### src/rtl/uart_cmd_counter_if.sv
// RX FIFO read-port bundle between the FIFO (master) and the command counter (slave).
// rx_data is first-word-fall-through: valid whenever rx_empty is low.
interface uart_cmd_counter_if;
   logic       rx_empty;
   logic [7:0] rx_data;
   logic       rx_pop;

   modport master (output rx_empty, output rx_data, input rx_pop);
   modport slave  (input rx_empty, input rx_data, output rx_pop);
endinterface

### src/rtl/uart_cmd_counter.sv
// Command-driven 0..9999 up/down counter for the FND display path.
// Pops ASCII commands from the RX FIFO (R=run toggle, C=clear, M=mode toggle) and paces counting with a prescaler.
module uart_cmd_counter #(
   parameter int TICK_DIV = 10_000_000
) (
   input  logic               clk,
   input  logic               rst,
   uart_cmd_counter_if.slave  rx,
   output logic [13:0]        counter,
   output logic               run,
   output logic               mode_down,
   output logic               cmd_err
);

   localparam int              PW   = $clog2(TICK_DIV);
   localparam logic [PW-1:0]   PMAX = PW'(TICK_DIV - 1);
   localparam logic [13:0]     CMAX = 14'd9999;

   typedef enum logic [1:0] {IDLE, EXEC, GAP} state_t;

   state_t        state_q, state_d;
   logic [7:0]    cmd_q, cmd_d;
   logic          pop_q, pop_d;
   logic          run_tgl_q, run_tgl_d;
   logic          mode_tgl_q, mode_tgl_d;
   logic          clr_q, clr_d;
   logic          err_q, err_d;
   logic [13:0]   cnt_q, cnt_d;
   logic          run_q, run_d;
   logic          mode_q, mode_d;
   logic          cmd_err_q, cmd_err_d;
   logic [PW-1:0] presc_q, presc_d;
   logic          tick;

   function automatic logic [7:0] to_upper(input logic [7:0] c);
      return c & 8'hDF;
   endfunction

   function automatic logic [13:0] next_count(input logic [13:0] c, input logic down);
      if (down) return (c == 14'd0) ? CMAX : c - 14'd1;
      else      return (c == CMAX)  ? 14'd0 : c + 14'd1;
   endfunction

   always_ff @(posedge clk or negedge rst) begin
      if (!rst) begin
         state_q    <= IDLE;
         cmd_q      <= 8'h00;
         pop_q      <= 1'b0;
         run_tgl_q  <= 1'b0;
         mode_tgl_q <= 1'b0;
         clr_q      <= 1'b0;
         err_q      <= 1'b0;
         cnt_q      <= 14'd0;
         run_q      <= 1'b0;
         mode_q     <= 1'b0;
         cmd_err_q  <= 1'b0;
         presc_q    <= '0;
      end else begin
         state_q    <= state_d;
         cmd_q      <= cmd_d;
         pop_q      <= pop_d;
         run_tgl_q  <= run_tgl_d;
         mode_tgl_q <= mode_tgl_d;
         clr_q      <= clr_d;
         err_q      <= err_d;
         cnt_q      <= cnt_d;
         run_q      <= run_d;
         mode_q     <= mode_d;
         cmd_err_q  <= cmd_err_d;
         presc_q    <= presc_d;
      end
   end

   // EXEC registers one-cycle command strobes; the datapath applies them on the following edge.
   always_comb begin
      state_d    = state_q;
      cmd_d      = cmd_q;
      pop_d      = 1'b0;
      run_tgl_d  = 1'b0;
      mode_tgl_d = 1'b0;
      clr_d      = 1'b0;
      err_d      = 1'b0;
      case (state_q)
         IDLE: begin
            if (!rx.rx_empty) begin
               cmd_d   = rx.rx_data;
               pop_d   = 1'b1;
               state_d = EXEC;
            end
         end
         EXEC: begin
            case (to_upper(cmd_q))
               8'h52:   run_tgl_d  = 1'b1;
               8'h43:   clr_d      = 1'b1;
               8'h4D:   mode_tgl_d = 1'b1;
               default: err_d      = 1'b1;
            endcase
            state_d = GAP;
         end
         GAP:     state_d = IDLE;
         default: state_d = IDLE;
      endcase
   end

   // Tick uses the pre-update run/mode; clear overrides both counter and prescaler.
   always_comb begin
      tick      = run_q && (presc_q == PMAX);
      presc_d   = presc_q;
      cnt_d     = cnt_q;
      if (run_q) presc_d = tick ? '0 : presc_q + 1'b1;
      if (tick)  cnt_d   = next_count(cnt_q, mode_q);
      if (clr_q) begin
         cnt_d   = 14'd0;
         presc_d = '0;
      end
      run_d     = run_q ^ run_tgl_q;
      mode_d    = mode_q ^ mode_tgl_q;
      cmd_err_d = err_q;
   end

   assign rx.rx_pop = pop_q;
   assign counter   = cnt_q;
   assign run       = run_q;
   assign mode_down = mode_q;
   assign cmd_err   = cmd_err_q;

endmodule

### src/flat_wrapper.sv
// flat-port wrapper written by rule: the top's interface ports become plain ports
module uart_cmd_counter_flat 
#(
   parameter int TICK_DIV = 10_000_000
)
  (clk, rst, counter, run, mode_down, cmd_err, rx_rx_empty, rx_rx_data, rx_rx_pop);
  uart_cmd_counter_if rx_i ();
  input  logic clk;
  input  logic rst;
  output logic [13:0] counter;
  output logic run;
  output logic mode_down;
  output logic cmd_err;
  input wire logic [$bits(rx_i.rx_empty)-1:0] rx_rx_empty;
  input wire logic [$bits(rx_i.rx_data)-1:0] rx_rx_data;
  output wire logic [$bits(rx_i.rx_pop)-1:0] rx_rx_pop;
  assign rx_i.rx_empty = rx_rx_empty;
  assign rx_i.rx_data = rx_rx_data;
  assign rx_rx_pop = rx_i.rx_pop;
  uart_cmd_counter #(.TICK_DIV(TICK_DIV)) u_core (.clk(clk), .rst(rst), .rx(rx_i), .counter(counter), .run(run), .mode_down(mode_down), .cmd_err(cmd_err));
endmodule
### config.mk
export PLATFORM = sky130hd
export DESIGN_NAME = uart_cmd_counter_flat
export DESIGN_NICKNAME = d
export VERILOG_FILES = /design/src/rtl/uart_cmd_counter_if.sv /design/src/rtl/uart_cmd_counter.sv /design/src/flat_wrapper.sv
export SDC_FILE = /design/constraint.sdc
export NUM_CORES = 1
export LEC_CHECK = 0
export ABC_AREA = 1
export ABC_CLOCK_PERIOD_IN_PS = 4200
export CAP_MARGIN = 0
export CORE_MARGIN = 1.5
export CORE_UTILIZATION = 63
export CTS_CLUSTER_SIZE = 12
export DETAILED_ROUTE_END_ITERATION = 12
export PLACE_DENSITY = 0.88
export SYNTH_ARGS = -nofsm -noshare
export SYNTH_HDL_FRONTEND = slang
export SYNTH_SLANG_ARGS = --single-unit
### constraint.sdc
create_clock -name clk -period 4.2 [get_ports clk]
set_input_delay 0.84 -clock clk [delete_from_list [all_inputs] [get_ports clk]]
set_output_delay 0.84 -clock clk [all_outputs]
set_load 0.01 [all_outputs]
==> metrics <==
status=finished, final reports clean; starting density of the core=64.7%; Pwr Density=292 nW/µm²; layout cell share with drive strength beyond 1=5.83%; Primary FF master, synth=dfrtp_1; Final Skew=0.0141 ns; sequential share of the synthesized area=38.9%; Max clock buf depth=2; synth unique cells=31; Cell Area, Placed=3830 µm²; post-synthesis cell count=525; crit path time final=2.61 ns; Layout area overhead=11.6%; Post-Place Setup Slack=1.96 ns; slew at the pin closest to its max-slew limit=0.666 ns; Post-synth EDFFs=0; FMAX=0.384 GHz; ys async rst share=100%; Post-Synth Adder-Cell Area=1.06%; CTS buffer count=5; mux cell area share after synthesis=0%; DP Cell Count=613; Routed wire per std cell=13.6 µm; count of final hold-check violations=0; Non-Filler Instances=621; Routed Antenna Nets=0; final setup vio count=0; Die Ht=77.9 µm; Post-Syn Nets=539; initial DRC count=373; Yosys warnings=0; Hold WC Path Type=register to register; first drt pass iteration count=6; FP Rows=27; Slew Limit Fails=0; CP Buf/Inv Count=1; Die ar.=6080 µm²; VDD IR-drop max=0.251 mV; Sink Count=55; CP Cell Sequence=clkdlybuf4s50_1; later-pin clock latency in the skew report=0.31 ns; path type of the worst setup path=register to primary output; num ports=29; Die Width=77.9 µm; main combinational cell family by area after synthesis=simple AND/OR/NAND/NOR gates; CP max-delay cell=dfrtp_1; most frequent cells in the layout=nand2_1 (149), nor2_1 (81), inv_1 (63); synthesized area=3540 µm²; detailed placer's ending HPWL=6.11 mm; Hold WS=0.378 ns; Slew headroom=55.6%; drt drc=0; Static Leakage=1.94 nW; setup TNS=0 ns; fill count=488; post-route cell area=3950 µm²; R2R setup slack=2.10 ns; root buf cell=clkbuf_8; CTS resizes=0; global-route wire length before repair=14.3 mm; total vias in the final route=3544; final core occ=72.1%; final WL=8.43 mm; Core Area=5470 µm²; clk slew on worst S/H paths=0.11 ns; Worst Slack Setup Final=1.59 ns; fin nets=562; total grt overflow=0; TritonCTS clock tree=built; RSZ-0062 raised after global routing=false; largest net degree at the start of global routing=40; Final GP Congestion=0.954; Power Total=1.15 mW; # diodes=0; Largest stage delay, worst path=0.79 ns; Post-Synth XOR/XNOR Area=2.23%; vias in the first global route=3142; Compound-Gate Fraction of Synth Area=4.92%; Avg Cell Area, Syn=6.74 µm²; Critical Path Source Type=register; MaxCap Viol Count=0; H-tree levels=2; CP required=3.36 ns; gr usage total=29.6%; final worst-path cycle share=62.0%; most common cell after layout, fill and taps aside=nand2_1; delay-heaviest family, CP=flip-flops; vias per inst=5.71; setup bufs post-CTS=0; crit end category=primary output; IO buf count=27; simple-gate area share of the yosys netlist=43.9%; hold buffers post-CTS=0; CP arrival=1.77 ns; CP Max Fanout=18; antenna violations before repair=0; #FFs+latches synth=55
[final cells by class]
| class | instances | area (µm²) | share of cell area (%) |
|---|---|---|---|
| Clock buffer | 6 | 82.6 | 2.09 |
| Clock inverter | 2 | 35.0 | 0.887 |
| Inverter | 66 | 248 | 6.28 |
| Multi-Input combinational cell | 392 | 1840 | 46.7 |
| Sequential cell | 55 | 1380 | 34.9 |
| Tap cell | 72 | 90.1 | 2.28 |
| Timing Repair Buffer | 28 | 273 | 6.91 |
[registers in the layout, summed over array words and instances (netlist names)]
name	count
u_core.clr_q	1
u_core.cmd_err	1
u_core.cmd_err_d	1
u_core.cmd_q	7
u_core.counter	14
u_core.mode_down	1
u_core.mode_tgl_q	1
u_core.presc_q	24
u_core.run	1
u_core.run_tgl_q	1
u_core.rx.rx_pop	1
u_core.state_q	2
[Yosys cell counts (5+ instances only)]
library cell	instances	area, µm²
nor3_1	16	80.1
nor2_4	5	56.3
o21ai_0	17	85.1
nor2_1	81	304
dfrtp_1	55	1380
xor2_1	8	70.1
buf_2	6	30.0
nand3_1	60	300
inv_1	63	236
a21oi_1	11	55.1
nor2_2	5	31.3
nand4_1	16	100
nand2_1	149	559
[path summary, 6_finish.rpt]
path | from | to | depth (start not counted)
max | u_core.mode_down$_DFF_PN0_ | mode_down | 1
min | u_core.cmd_err_d$_DFF_PN0_ | u_core.cmd_err$_DFF_PN0_ | 0
max reg2reg | u_core.presc_q[0]$_DFFE_PN0P_ | u_core.presc_q[8]$_DFFE_PN0P_ | 9
min reg2reg | u_core.cmd_err_d$_DFF_PN0_ | u_core.cmd_err$_DFF_PN0_ | 0
max in group asynchronous | rst | u_core.counter[1]$_DFFE_PN0P_ | 2
min in group asynchronous | rst | u_core.presc_q[15]$_DFFE_PN0P_ | 1
[power by group]
group | total [mW] | leakage [nW] | internal (mW) | switching, mW
registers | 0.618 | 0.748 | 0.570 | 0.0478
logic | 0.164 | 1.13 | 0.0618 | 0.102
clock network | 0.371 | 0.0612 | 0.193 | 0.178
total | 1.15 | 1.94 | 0.825 | 0.328
[logic make-up after synthesis]
family                   after synthesis
AND/OR/NAND/NOR                      347
buffers and inverters                 78
AO/OA/AOI/OAI                         33
adder cells (fa/ha/maj)                3
flip-flops                            55
XOR/XNOR                               9
[worst reg2reg max path: stages (launching register included)]
cell,delay [ns]
dfrtp_1,0.44
ha_1,0.23
nand3_2,0.11
nor2_4,0.12
inv_2,0.05
nor2_2,0.12
nand2_1,0.08
nand2_2,0.30
inv_2,0.30
and3_1,0.24
[layer usage]
layer | wire [µm] | global-route usage, % | up-vias
li1 | - | - | 1722
met1 | 3970 | 43.1 | 1662
met2 | 3750 | 45.4 | 148
met3 | 636 | 6.00 | 12
met4 | 68 | 7.14 | 0
met5 | 0 | 0 | -
(Power assumes the default switching activity.)
